File: config.mk
export PLATFORM = sky130hd
export DESIGN_NAME = fifo_wr_arb
export DESIGN_NICKNAME = d
export VERILOG_FILES = /design/src/rtl/fifo_arb_pkg.sv /design/src/rtl/rr_pick.sv /design/src/rtl/fifo_wr_arb.sv
export SDC_FILE = /design/constraint.sdc
export NUM_CORES = 1
export LEC_CHECK = 0
export ABC_AREA = 1
export CORE_MARGIN = 1
export CORE_UTILIZATION = 47
export DETAILED_ROUTE_END_ITERATION = 6
export PLACE_DENSITY = 0.87
export SETUP_SLACK_MARGIN = 0.15
export SYNTH_ARGS = -nofsm -noshare
export SYNTH_HDL_FRONTEND = slang
export SYNTH_SLANG_ARGS = --single-unit
File: constraint.sdc
create_clock -name clk -period 2.9 [get_ports clk]
set_clock_uncertainty 0.2 [all_clocks]
set_input_delay 0.29 -clock clk [delete_from_list [all_inputs] [get_ports clk]]
set_output_delay 0.29 -clock clk [all_outputs]
set_load 0.02 [all_outputs]
File: src/rtl/fifo_arb_pkg.sv
`default_nettype none
// ============================================================================
//  Module   : fifo_arb_pkg
//  Purpose  : Shared types, default constants and the round-robin search
//             helper for the FIFO write-side arbiter.
//  Revision : 1.0 - initial release
// ============================================================================
package fifo_arb_pkg;

    typedef enum logic [0:0] {
        IDLE  = 1'b0,
        GRANT = 1'b1
    } arb_state_t;

    localparam int c_N_REQ_DEF     = 4;
    localparam int c_DATA_W_DEF    = 8;
    localparam int c_MAX_BURST_DEF = 16;
    // Widest requester vector the search helper understands
    localparam int c_RR_MAX        = 8;

    // Returns the first asserted index found when scanning last_idx+1,
    // last_idx+2, ... modulo n. Returns 0 when nothing is valid.
    function automatic int next_rr(input logic [c_RR_MAX-1:0] valid,
                                   input int                  last_idx,
                                   input int                  n);
        int win;
        int idx;
        logic found;
        win   = 0;
        idx   = 0;
        found = 1'b0;
        for (int i = 1; i <= c_RR_MAX; i++) begin
            idx = (last_idx + i) % n;
            if (!found && (i <= n) && valid[idx[2:0]]) begin
                win   = idx;
                found = 1'b1;
            end
        end
        return win;
    endfunction

endpackage
`default_nettype wire

File: src/rtl/rr_pick.sv
`default_nettype none
// ============================================================================
//  Module   : rr_pick
//  Purpose  : Combinational round-robin winner search starting just after
//             the most recently served index.
//  Revision : 1.0 - initial release
// ============================================================================
module rr_pick
    import fifo_arb_pkg::*;
#(
    parameter int N_REQ = c_N_REQ_DEF
) (
    input  logic [N_REQ-1:0]         valid,
    input  logic [$clog2(N_REQ)-1:0] last_idx,
    output logic                     any_valid,
    output logic [$clog2(N_REQ)-1:0] pick
);

    localparam int IDX_W = $clog2(N_REQ);

    assign any_valid = |valid;
    assign pick      = IDX_W'(next_rr(c_RR_MAX'(valid), int'(last_idx), N_REQ));

endmodule
`default_nettype wire

File: src/rtl/fifo_wr_arb.sv
`default_nettype none
// ============================================================================
//  Module   : fifo_wr_arb
//  Purpose  : Round-robin arbiter sharing one FIFO write port among several
//             valid/ready/last producers; a grant lasts for a whole packet,
//             capped at MAX_BURST words.
//  Revision : 1.0 - initial release
// ============================================================================
module fifo_wr_arb
    import fifo_arb_pkg::*;
#(
    parameter int N_REQ     = c_N_REQ_DEF,
    parameter int DATA_W    = c_DATA_W_DEF,
    parameter int MAX_BURST = c_MAX_BURST_DEF
) (
    input  logic                      clk,
    input  logic                      rst,
    input  logic [N_REQ-1:0]          req_valid,
    input  logic [N_REQ*DATA_W-1:0]   req_data,
    input  logic [N_REQ-1:0]          req_last,
    output logic [N_REQ-1:0]          req_ready,
    input  logic                      fifo_full,
    output logic                      fifo_wr,
    output logic [DATA_W-1:0]         fifo_data,
    output logic [N_REQ-1:0]          grant,
    output logic                      busy,
    output logic [15:0]               wr_count
);

    localparam int IDX_W  = $clog2(N_REQ);
    localparam int BEAT_W = (MAX_BURST > 1) ? $clog2(MAX_BURST) : 1;
    localparam logic [BEAT_W-1:0] c_BEAT_LAST = BEAT_W'(MAX_BURST - 1);
    localparam logic [IDX_W-1:0]  c_LAST_RST  = IDX_W'(N_REQ - 1);

    arb_state_t        r_state;
    arb_state_t        w_state_nxt;
    logic [IDX_W-1:0]  r_gnt_idx;
    logic [IDX_W-1:0]  w_gnt_nxt;
    logic [IDX_W-1:0]  r_last_idx;
    logic [IDX_W-1:0]  w_last_nxt;
    logic [BEAT_W-1:0] r_beat;
    logic [BEAT_W-1:0] w_beat_nxt;
    logic [15:0]       r_wr_count;
    logic              w_any;
    logic [IDX_W-1:0]  w_pick;
    logic              w_accept;

    rr_pick #(
        .N_REQ (N_REQ)
    ) u_rr_pick (
        .valid     (req_valid),
        .last_idx  (r_last_idx),
        .any_valid (w_any),
        .pick      (w_pick)
    );

    assign wr_count = r_wr_count;

    // State, grant bookkeeping and the write counter
    always_ff @(posedge clk) begin
        if (!rst) begin
            r_state    <= IDLE;
            r_gnt_idx  <= '0;
            r_last_idx <= c_LAST_RST;
            r_beat     <= '0;
            r_wr_count <= '0;
        end else begin
            r_state    <= w_state_nxt;
            r_gnt_idx  <= w_gnt_nxt;
            r_last_idx <= w_last_nxt;
            r_beat     <= w_beat_nxt;
            if (w_accept) begin
                r_wr_count <= r_wr_count + 16'd1;
            end
        end
    end

    // Next-state and handshake outputs; handshakes are held off while rst is
    // asserted so an interrupted burst never writes in the reset cycle
    always_comb begin
        w_state_nxt = r_state;
        w_gnt_nxt   = r_gnt_idx;
        w_last_nxt  = r_last_idx;
        w_beat_nxt  = r_beat;
        w_accept    = 1'b0;
        req_ready   = '0;
        grant       = '0;
        busy        = 1'b0;
        fifo_data   = req_data[int'(r_gnt_idx)*DATA_W +: DATA_W];

        case (r_state)
            IDLE: begin
                if (w_any) begin
                    w_gnt_nxt   = w_pick;
                    w_state_nxt = GRANT;
                end
            end
            GRANT: begin
                if (rst) begin
                    busy                 = 1'b1;
                    grant[r_gnt_idx]     = 1'b1;
                    req_ready[r_gnt_idx] = ~fifo_full;
                    w_accept             = req_valid[r_gnt_idx] & ~fifo_full;
                end
                if (w_accept) begin
                    if (req_last[r_gnt_idx] || (r_beat == c_BEAT_LAST)) begin
                        w_last_nxt  = r_gnt_idx;
                        w_beat_nxt  = '0;
                        w_state_nxt = IDLE;
                    end else begin
                        w_beat_nxt  = r_beat + 1'b1;
                    end
                end
            end
            default: begin
                w_state_nxt = IDLE;
            end
        endcase

        fifo_wr = w_accept;
    end

endmodule
`default_nettype wire
### Yosys cells after proc, flatten, opt, wreduce, memory -nomap -nowiden

Index checks and enable logic that the tools add are counted.

* bits of input ports: 43
* memories kept: 0
* bits in read-only memories: 0
* latch bits: 0
* bits in writable memories: 0
* bits in registers: 25
* logic and storage cells: 78
* output and inout port bits: 34

* eq/ne operators: 1
* divide/modulo/power cells: 0
* reductions and logical operators: 16
* bitwise operators: 8
* shifts and indexed selects: 1
* $mul: 0
* add/subtract/negate cells: 6
* $lt $le $gt $ge: 6
* muxes and demuxes: 35

Operator list (number)
* 32-bit by 6-bit indexed part select with 8-bit output: 1
* 4-bit two-way mux: 5
* 1-bit two-way mux: 18
* 16-bit by 1-bit adder with 16-bit output (second input constant): 1
* 3-bit by 4-bit < comparator with 1-bit output (second input constant): 4
* 1-bit binary-select mux with 3-bit select: 4
* 2-bit two-way mux: 4
* 2-bit OR reduction: 4
* 2-bit by 1-bit adder with 2-bit output (second input constant): 2
* 2-bit adder (second input constant): 2
* 4-bit by 1-bit adder with 4-bit output (second input constant): 1
* 1-bit AND (first input constant): 4
* 4-bit AND: 1
* 1-bit binary-select mux with 2-bit select: 2
* 4-bit == test (second input constant): 1
* 1-bit logical AND: 4
* 2-bit AND reduction: 2
* 4-bit OR reduction: 1
* 1-bit logical NOT: 3
* 2-bit by 3-bit < comparator with 1-bit output (second input constant): 1
* 3-bit AND reduction: 1
* 1-bit demux with 2-bit select: 1
* 2-bit by 1-bit >= comparator with 1-bit output (second input constant): 1
* 1-bit NOT: 2
* other kinds (3): 3

### Depth between registers and ports, before layout

Gate-level depths: netlist (run 1).

* depth after elaboration: 15
* gate-level depth with buffers: 12
* mapped depth without buffers: 11

### By module

From an unflattened synthesis (run 1), not the netlist that was laid out.

* cells, all modules: 319
* area total of the unflattened synthesis: 2030.7 um2

Modules (own cells, without submodules)
* fifo_wr_arb: times used 1, area an instance 1729.2 um2, cells an instance 269, sequential area each 500.5 um2
* rr_pick: times used 1, area an instance 301.5 um2, cells an instance 50, sequential area each 0.0 um2

### Worst setup path after synthesis (run 1)

OpenSTA, ideal clock, no wires.

* kind: register to register
* start point: register r_wr_count[0] (netlist: wr_count[0])
* end point: register r_wr_count[14] (netlist: wr_count[14])
* setup time: 0.139 ns
* slack: 1.152 ns
* buffers on the path: 0
* period minus slack after synthesis: 1.748 ns
* data arrival time: 1.409 ns
* stages on the path, launching flop included: 8
* required time: 2.561 ns
* cell sequence: dfxtp_1 ha_1 nand3_1 nor2_1 nand3_1 xor2_1 nand2_1 a21oi_2

* word-level cells in the longest chain between the ends: 1

Ends and longest elaborated chain
* from (decl): RTL line fifo_wr_arb.sv:43 `logic [15:0] r_wr_count;`
* from (signal assigned): RTL line fifo_wr_arb.sv:73 `r_wr_count <= r_wr_count + 16'd1;`
* 16-bit by 1-bit adder with 16-bit output: RTL line fifo_wr_arb.sv:73

Every way passes these cells.
A chain may end at the register's enable or synchronous reset.

### Worst setup path in the final report (run 1)

* start point: input port rst
* end point: output port fifo_wr

* word-level cells in the longest chain between the ends: 3

Ends and longest elaborated chain
* from (decl): RTL line fifo_wr_arb.sv:17 `input logic rst,`
* 1-bit two-way mux: RTL line fifo_wr_arb.sv:99 `if (rst) begin`
* 1-bit two-way mux (2 in a row): RTL line fifo_wr_arb.sv:91 `case (r_state)`
* to (decl): RTL line fifo_wr_arb.sv:23 `output logic fifo_wr,`

Every way passes these cells. The select of a mux whose other input is x is not followed.

==> reports/results.ini, run 1 <==
[run_status]
status=finished, final reports clean

[worst_setup_path]
ff2ff_setup_slack_ns=0.75
required_ns=2.41
path_max_fanout=18
critPathKind=in -> out
worstPathArrival_ns=2.13
end_kind=output port
startpoint_type=primary input

[final_layout]
fin_util_pct=72.1
final_common_cell=nand2_1
fin_area_sq_um=2700
multiInputGateArea_sq_um=1180
area_delta_synth_final_pct=43.8
register_area_sq_um=500
diodes=0
stdcell_count=420
fillers=317
layout_common_cells=nand2_1, clkdlybuf4s50_1, nor2_1
drive_gt1_share_pct=9.41
nNetsFinal=418

[synthesis]
ys_seq_area_share_pct=26.6
synth_cells=296
synth_compound_area_share_pct=13.7
synth.area.mux_share_pct=0
synth_top_family_by_area=simple AND/OR/NAND/NOR gates
async_reset_ff_share_pct=0
synth-edff-count=0
synthAdderAreaFrac_pct=1.33
synth-xor-area-share_pct=4.20
synth-simple-area-share_pct=43.5
synthDistinctLibCells=33
syn_nets=341
synth_seq_cells=25
yosysWarnings=0
syn_area_sq_um=1880
synthFlopType=dfxtp_1
avgSynthCellArea_sq_um=6.34

[die]
rows=22
start_util_pct=50.2
dieArea_sq_um=4250
io-pin-count=77
core_sq_um=3740
chipWidth_um=65.2
die_y_um=65.2

[route]
drc=0
dr.pass1.iters=4
ant_nets=0
wl_per_cell_um=12.5
routed_wl_um=5240
drt-initial-drc-count=89
vias=2207
viasPerCell=5.25

[timing]
worstMarginPinSlew_ns=0.567
max_freq_mhz=381
worst_slack_ns=0.276
finalHoldViolations=0
drv_slew=0
relSlewSlack_pct=62.1
period_minus_slack_ns=2.62
holdWs_ns=0.305
setup_viol=0
grt_setup_unrepaired=false
timing.final.crit_share_pct=90.5
finalSetupTns_ns=0

[power]
vdd_ir_drop_max_mv=0.265
clkPwrFrac_pct=24.3
power_uw=850
pwr_density_cell_nw_per_um2=315
p_sw_share_pct=30.8
internal-power_uw=588
p_seq_share_pct=42.3
p_switching_uw=262
combPwrFrac_pct=33.4
p_leak_nw=1.05

[clock_tree]
post_cts_buffers=0
insertion_delay_ns=0.27
htreeDepth=1
post_cts_resized=0
clk_pin_slew_ns=0.08
cts_sinks=25
cts_root_buf=clkbuf_8
cts_tree=built
ctsHoldBuffers=0
cts_buffers=3
ctsLongestPathBuffers=2

[global_routing]
grt_antenna_before_repair=0
track_usage_pct=26.3
grt_pass1_vias=1991
grt_pass1_wl_um=8790
grt-ovfl-total=0
grt_start_max_net_pins=26

[place]
place_ws_ns=0.288
postPlaceCellArea_sq_um=2660
dp_hpwl_um=4210
dp.cells=416
gp_congestion=0.924
port_buffers=76

[worst_hold_path]
hold_class=reg -> reg

[flow_run]
max-cap-violations=0

[cell usage after synthesis (5+ instances only)]
| cell type | count | area [sq um] |
|---|---|---|
| nor2_1 | 35 | 131 |
| o21ai_0 | 5 | 25.0 |
| nand4_1 | 5 | 31.3 |
| a21oi_1 | 6 | 30.0 |
| nand2_1 | 95 | 357 |
| a22oi_1 | 13 | 97.6 |
| nor3_1 | 8 | 40.0 |
| xor2_1 | 8 | 70.1 |
| inv_1 | 26 | 97.6 |
| nand2_2 | 8 | 50.1 |
| dfxtp_1 | 25 | 500 |
| a21oi_2 | 10 | 87.6 |
| nand3_1 | 26 | 130 |
[layout make-up]
class | instances | share of cell area (%)
clock buffers | 4 | 1.67
inverters | 30 | 4.63
multi-input cells | 233 | 43.7
flip-flops and latches | 25 | 18.5
well taps | 48 | 2.22
repair buffers | 80 | 29.3
[routing by layer]
layer  vias up  GRT usage (%)  wire [um]
li1       1115              -          -
met1      1000           27.9       1970
met2        81           49.7       2660
met3        11           5.90        475
met4         0           9.78        124
met5         -              0          0
[registers in the layout (all words and copies together), names as in the netlist]
name        count
wr_count       16
r_beat          4
r_state         1
r_gnt_idx       2
r_last_idx      2
[final timing paths]
| kind | from | to | cells after the start |
|---|---|---|---|
| setup reg to reg | r_gnt_idx[1] | r_beat[2] | 10 |
| hold / removal | r_beat[1] | r_beat[1] | 2 |
| setup / recovery | rst | fifo_wr | 6 |
| hold reg to reg | r_beat[1] | r_beat[1] | 2 |
[power groups by stage]
stage                     logic [mW]  clock network (mW)  registers (mW)
after global placement         0.282                   0           0.367
final                          0.284               0.206           0.360
after floorplan                0.153                   0           0.366
after global routing           0.310               0.226           0.361
after CTS                      0.286               0.211           0.359
after detailed placement       0.286                   0           0.368
[logic make-up after synthesis]
family | after synthesis
compound gates | 37
xor+xnor | 9
fa+ha+maj | 2
buf+inv | 38
flops | 25
simple gates | 185
[worst max-delay path, cell delays in order]
cell	delay [ns]
clkdlybuf4s50_1	0.49
nand2_1	0.13
nor2_1	0.31
nand2_4	0.22
inv_6	0.09
clkdlybuf4s50_1	0.59
(Power assumes the default switching activity.)
==> inputs of run 2 (changes only) <==
Settings changed: CORE_MARGIN 1 to 8, SLEW_MARGIN set to 20.
==> run 2 against run 1 <==
Against the previous run: worst hold slack worse by 0.012 ns; utilization is 3.0 points lower; cell count is 0.48% higher; total power shrank 0.24%; first-iteration DRC count up 22%; non-clock buffer count unchanged; global-route usage down 7.8 points; clock-buffer cell count down 1; highest routed layer unchanged.
==> reports/results.ini, run 2 (same netlist as run 1, synthesis figures left out) <==
[run_status]
status=finished, final reports clean

[clock_tree]
cts_buffers=3  ; unchanged
ctsHoldBuffers=0  ; unchanged
cts_tree=built
htreeDepth=1  ; unchanged
clk_pin_slew_ns=0.09  ; about the same
cts_root_buf=clkbuf_8
insertion_delay_ns=0.27  ; about the same
ctsLongestPathBuffers=2  ; unchanged
post_cts_resized=0  ; unchanged
cts_sinks=25  ; unchanged
post_cts_buffers=0  ; unchanged

[timing]
setup_viol=0  ; unchanged
finalSetupTns_ns=0  ; unchanged
drv_slew=0  ; unchanged
grt_setup_unrepaired=false
worstMarginPinSlew_ns=0.569  ; +0.00213 ns
relSlewSlack_pct=62.0  ; -0.14 points
timing.final.crit_share_pct=86.9  ; -3.6 points
max_freq_mhz=397  ; +4.2%
finalHoldViolations=0  ; unchanged
period_minus_slack_ns=2.52  ; -0.105 ns

[route]
ant_nets=0  ; unchanged
vias=2191  ; -0.72%
drc=0  ; unchanged
drt-initial-drc-count=109  ; +22%
dr.pass1.iters=4  ; unchanged
wl_per_cell_um=13.9  ; +12%
routed_wl_um=5870  ; +12%
viasPerCell=5.19  ; -1.2%

[global_routing]
track_usage_pct=18.5  ; -7.8 points
grt_pass1_wl_um=9660  ; +9.9%
grt_pass1_vias=2154  ; +8.2%
grt_start_max_net_pins=26  ; unchanged
grt-ovfl-total=0  ; unchanged
grt_antenna_before_repair=0  ; unchanged

[worst_setup_path]
crit_top_cell=clkdlybuf4s50_1
timing.rr.end=r_beat[3]
critPathKind=in -> out
startpoint=rst
slowest_stage=clkdlybuf4s50_1
slowest_delay_ns=0.60  ; about the same
startpoint_type=primary input
endpoint=fifo_wr
ff2ff_path_depth=9  ; -1
worstPathArrival_ns=2.03  ; -0.10 ns
required_ns=2.41  ; about the same
end_kind=output port
cp_cell_sequence=clkdlybuf4s50_1 -> nand2_1 -> nor2_1 -> nand2_4 -> inv_6 -> clkdlybuf4s50_1
reg2reg_from=r_gnt_idx[0]
ff2ff_setup_slack_ns=0.90  ; +0.15 ns
path_max_fanout=18  ; unchanged

[die]
chipWidth_um=79.2  ; +21%
rows=23  ; +4.5%
io-pin-count=77  ; unchanged
dieArea_sq_um=6270  ; +48%
start_util_pct=48.0  ; -2.2 points
core_sq_um=3910  ; +4.5%
die_y_um=79.2  ; +21%

[final_layout]
fin_util_pct=69.1  ; -3.0 points
layout_common_cells=nand2_1, clkdlybuf4s50_1, nor2_1
nNetsFinal=418  ; unchanged
fin_area_sq_um=2700  ; +0.14%
final_common_cell=nand2_1
diodes=0  ; unchanged
area_delta_synth_final_pct=44.0
drive_gt1_share_pct=9.68  ; +0.27 points
largest_reg_flops=16  ; unchanged
fillers=345  ; +8.8%

[place]
port_buffers=76  ; unchanged
gp_congestion=0.873  ; -5.5%
dp_hpwl_um=4730  ; +12%
postPlaceCellArea_sq_um=2660  ; about the same

[flow_run]
max-cap-violations=0  ; unchanged

[power]
p_switching_uw=262  ; +0.11%
clkPwrFrac_pct=24.0  ; -0.3 points
vdd_ir_drop_max_mv=0.228  ; -14%
internal-power_uw=585  ; -0.40%
combPwrFrac_pct=33.6  ; +0.2 points
p_leak_nw=1.05  ; +0.26%
p_seq_share_pct=42.4  ; about the same
p_sw_share_pct=31.0  ; +0.11 points
pwr_density_cell_nw_per_um2=314  ; -0.38%

[worst_hold_path]
hold_class=reg -> reg

-- run 2: changes by cell type in the layout (fill, tap and decap cells not counted), sizes merged --
cell    before  now
clkbuf       4    3
clkinv       1    2
-- run 2: power by group through the flow --
| stage | Sequential [mW] | Combinational, mW | Clock, mW |
|---|---|---|---|
| floorplan | 0.366 | 0.153 | 0 |
| global placement | 0.367 | 0.282 | 0 |
| global route | 0.361 | 0.309 | 0.225 |
| finish | 0.359 | 0.285 | 0.204 |
| detailed placement | 0.367 | 0.286 | 0 |
| CTS | 0.359 | 0.286 | 0.211 |
-- run 2: area by class of cell --
class | count | area (sq um) | area share [%]
Multi-Input combinational cell | 233 | 1180 | 43.6
Tap cell | 50 | 62.6 | 2.31
Clock inverter | 1 | 5.00 | 0.185
Inverter | 30 | 125 | 4.63
Timing Repair Buffer | 80 | 791 | 29.2
Sequential cell | 25 | 500 | 18.5
Clock buffer | 3 | 41.3 | 1.53
-- run 2: worst min-delay path by stage --
stage	to	depth (start not counted)	slack, ns	start
after floorplan	wr_count[5]	2	0.26	rst
after global placement	r_beat[1]	2	0.28	r_beat[1]
after detailed placement	r_beat[1]	2	0.28	r_beat[1]
after CTS	r_beat[1]	2	0.29	r_beat[1]
after global routing	r_beat[1]	2	0.31	r_beat[1]
final	r_beat[1]	2	0.29	r_beat[1]
-- run 2: layer usage --
layer	vias to the layer above	GRT usage [%]	part of all wire [%]
met5	-	0	0
met2	99	31.8	45
li1	1113	-	-
met4	0	5.56	1.9
met1	967	22.5	44
met3	12	3.72	8.8
-- run 2: worst max-delay path: cells and delay by family --
family,cells,cell delay (ns)
buffers and inverters,3,1.16
and+or+nand+nor,3,0.57
-- run 2: stage by stage --
step	setup slack [ns]	power, mW	std cells	hold WS, ns
floorplan	1.15	0.519	296	0.260
global placement	0.398	0.649	418	0.280
detailed placement	0.358	0.653	418	0.281
CTS	0.350	0.857	422	0.295
global route	0.241	0.895	422	0.310
finish	0.381	0.848	422	0.293
==> inputs of run 3 (changes only) <==
Settings changed: CAP_MARGIN set to 5, RECOVER_POWER set to 25.
==> run 3 against run 2 <==
Against the previous run: sequential power about the same; largest power group unchanged; global-route usage unchanged; register-to-register slack about the same.
==> reports/results.ini, run 3 (same netlist as run 1, synthesis figures left out) <==
[run_status]
status=finished, final reports clean

[timing]
worstMarginPinSlew_ns=0.579  ; +0.00999 ns
timing.final.crit_share_pct=89.4  ; +2.5 points
max_freq_mhz=386  ; -2.8%
finalSetupTns_ns=0  ; unchanged
grt_setup_unrepaired=false
setup_viol=0  ; unchanged
finalHoldViolations=0  ; unchanged
relSlewSlack_pct=61.3  ; -0.67 points
drv_slew=0  ; unchanged
period_minus_slack_ns=2.59  ; +0.0739 ns

[global_routing]
busiest_layer=met2
grt_use_met3_pct=3.72  ; unchanged
grt_pass1_vias=2154  ; unchanged
met2_usage_pct=31.8  ; unchanged
grt_antenna_before_repair=0  ; unchanged
grt-ovfl-total=0  ; unchanged
use_met1_pct=22.5  ; unchanged
grt_start_max_net_pins=26  ; unchanged
track_usage_pct=18.5  ; unchanged
grt_pass1_wl_um=9660  ; unchanged

[clock_tree]
clk_pin_slew_ns=0.09  ; about the same
htreeDepth=1  ; unchanged
cts_sinks=25  ; unchanged
cts_buffers=3  ; unchanged
post_cts_resized=0  ; unchanged
insertion_delay_ns=0.27  ; about the same
cts_root_buf=clkbuf_8
ctsLongestPathBuffers=2  ; unchanged
cts_tree=built
post_cts_buffers=0  ; unchanged
ctsHoldBuffers=0  ; unchanged

[die]
io-pin-count=77  ; unchanged
core_sq_um=3910  ; unchanged
die_y_um=79.2  ; unchanged
rows=23  ; unchanged
start_util_pct=48.0  ; unchanged
dieArea_sq_um=6270  ; unchanged
chipWidth_um=79.2  ; unchanged

[worst_setup_path]
worstPathArrival_ns=2.10  ; +0.07 ns
required_ns=2.41  ; about the same
end_kind=output port
path_max_fanout=18  ; unchanged
startpoint_type=primary input
critPathKind=in -> out

[route]
dr.pass1.iters=4  ; unchanged
drt-initial-drc-count=109  ; unchanged
drc=0  ; unchanged
viasPerCell=5.22  ; +0.59%
vias=2204  ; +0.59%
wl_per_cell_um=13.9  ; -0.19%
routed_wl_um=5860  ; -0.19%
ant_nets=0  ; unchanged

[power]
vdd_ir_drop_max_mv=0.228  ; about the same
pwr_density_cell_nw_per_um2=313  ; about the same
p_leak_nw=1.09  ; +4.1%

[flow_run]
max-cap-violations=0  ; unchanged

[final_layout]
largest_reg_flops=16  ; unchanged
area_delta_synth_final_pct=44.0  ; unchanged
diodes=0  ; unchanged
final_common_cell=nand2_1
nNetsFinal=418  ; unchanged
stdcell_count=422  ; unchanged
fillers=345  ; unchanged
drive_gt1_share_pct=9.68  ; unchanged
layout_common_cells=nand2_1, clkdlybuf4s50_1, nor2_1

[place]
dp_hpwl_um=4730  ; unchanged
gp_congestion=0.873  ; unchanged
port_buffers=76  ; unchanged
dp.cells=418  ; unchanged

[worst_hold_path]
hold_class=reg -> reg

-- run 3: cell types whose count changed in the layout (fill, tap and decap cells not counted) --
cell / previous run / this run
clkdlybuf4s50_1: 76 / 63
dlygate4sd3_1: 0 / 13
-- run 3: cell type report --
type	instances	area (sq um)	area share, %
Multi-Input combinational cell	233	1180	43.6
Timing Repair Buffer	80	791	29.2
Sequential cell	25	500	18.5
Inverter	30	125	4.63
Tap cell	50	62.6	2.31
Clock buffer	3	41.3	1.53
Clock inverter	1	5.00	0.185
-- run 3: final timing paths --
path / endpoint / slack, ns / cells past startpoint / from
setup / recovery: fifo_wr / 0.31 / 6 / rst
setup reg to reg: r_beat[3] / 0.90 / 9 / r_gnt_idx[0]
hold reg to reg: r_beat[1] / 0.29 / 2 / r_beat[1]
hold / removal: r_beat[1] / 0.29 / 2 / r_beat[1]
-- run 3: metal layers --
| layer | share of wire (%) | vias up |
|---|---|---|
| met5 | 0 | - |
| met1 | 44 | 971 |
| met4 | 1.9 | 0 |
| met2 | 45 | 108 |
| met3 | 9.2 | 12 |
| li1 | - | 1113 |
-- run 3: worst max-delay path: stages --
cell and delay [ns]:
dlygate4sd3_1 0.55, nand2_1 0.13, nor2_1 0.24, nand2_4 0.20, inv_6 0.08, clkdlybuf4s50_1 0.60
-- run 3: report_power, final --
part	leakage, nW	internal (mW)	switching (mW)	total [mW]
Sequential	0.202	0.350	0.00969	0.359
Combinational	0.866	0.139	0.145	0.284
Clock	0.0255	0.0960	0.108	0.204
Total	1.09	0.585	0.263	0.847
-- run 3: per-stage QoR --
step / util, % / hold WS, ns / instance area, sq um / setup WS (ns) / total power, mW
floorplan: - / 0.260 / 1880 / 1.15 / 0.519
global placement: 67.9 / 0.280 / 2660 / 0.398 / 0.649
detailed placement: 67.9 / 0.281 / 2660 / 0.358 / 0.653
CTS: 69.1 / 0.295 / 2700 / 0.350 / 0.857
global route: 69.1 / 0.310 / 2700 / 0.168 / 0.894
finish: 69.1 / 0.293 / 2700 / 0.307 / 0.847
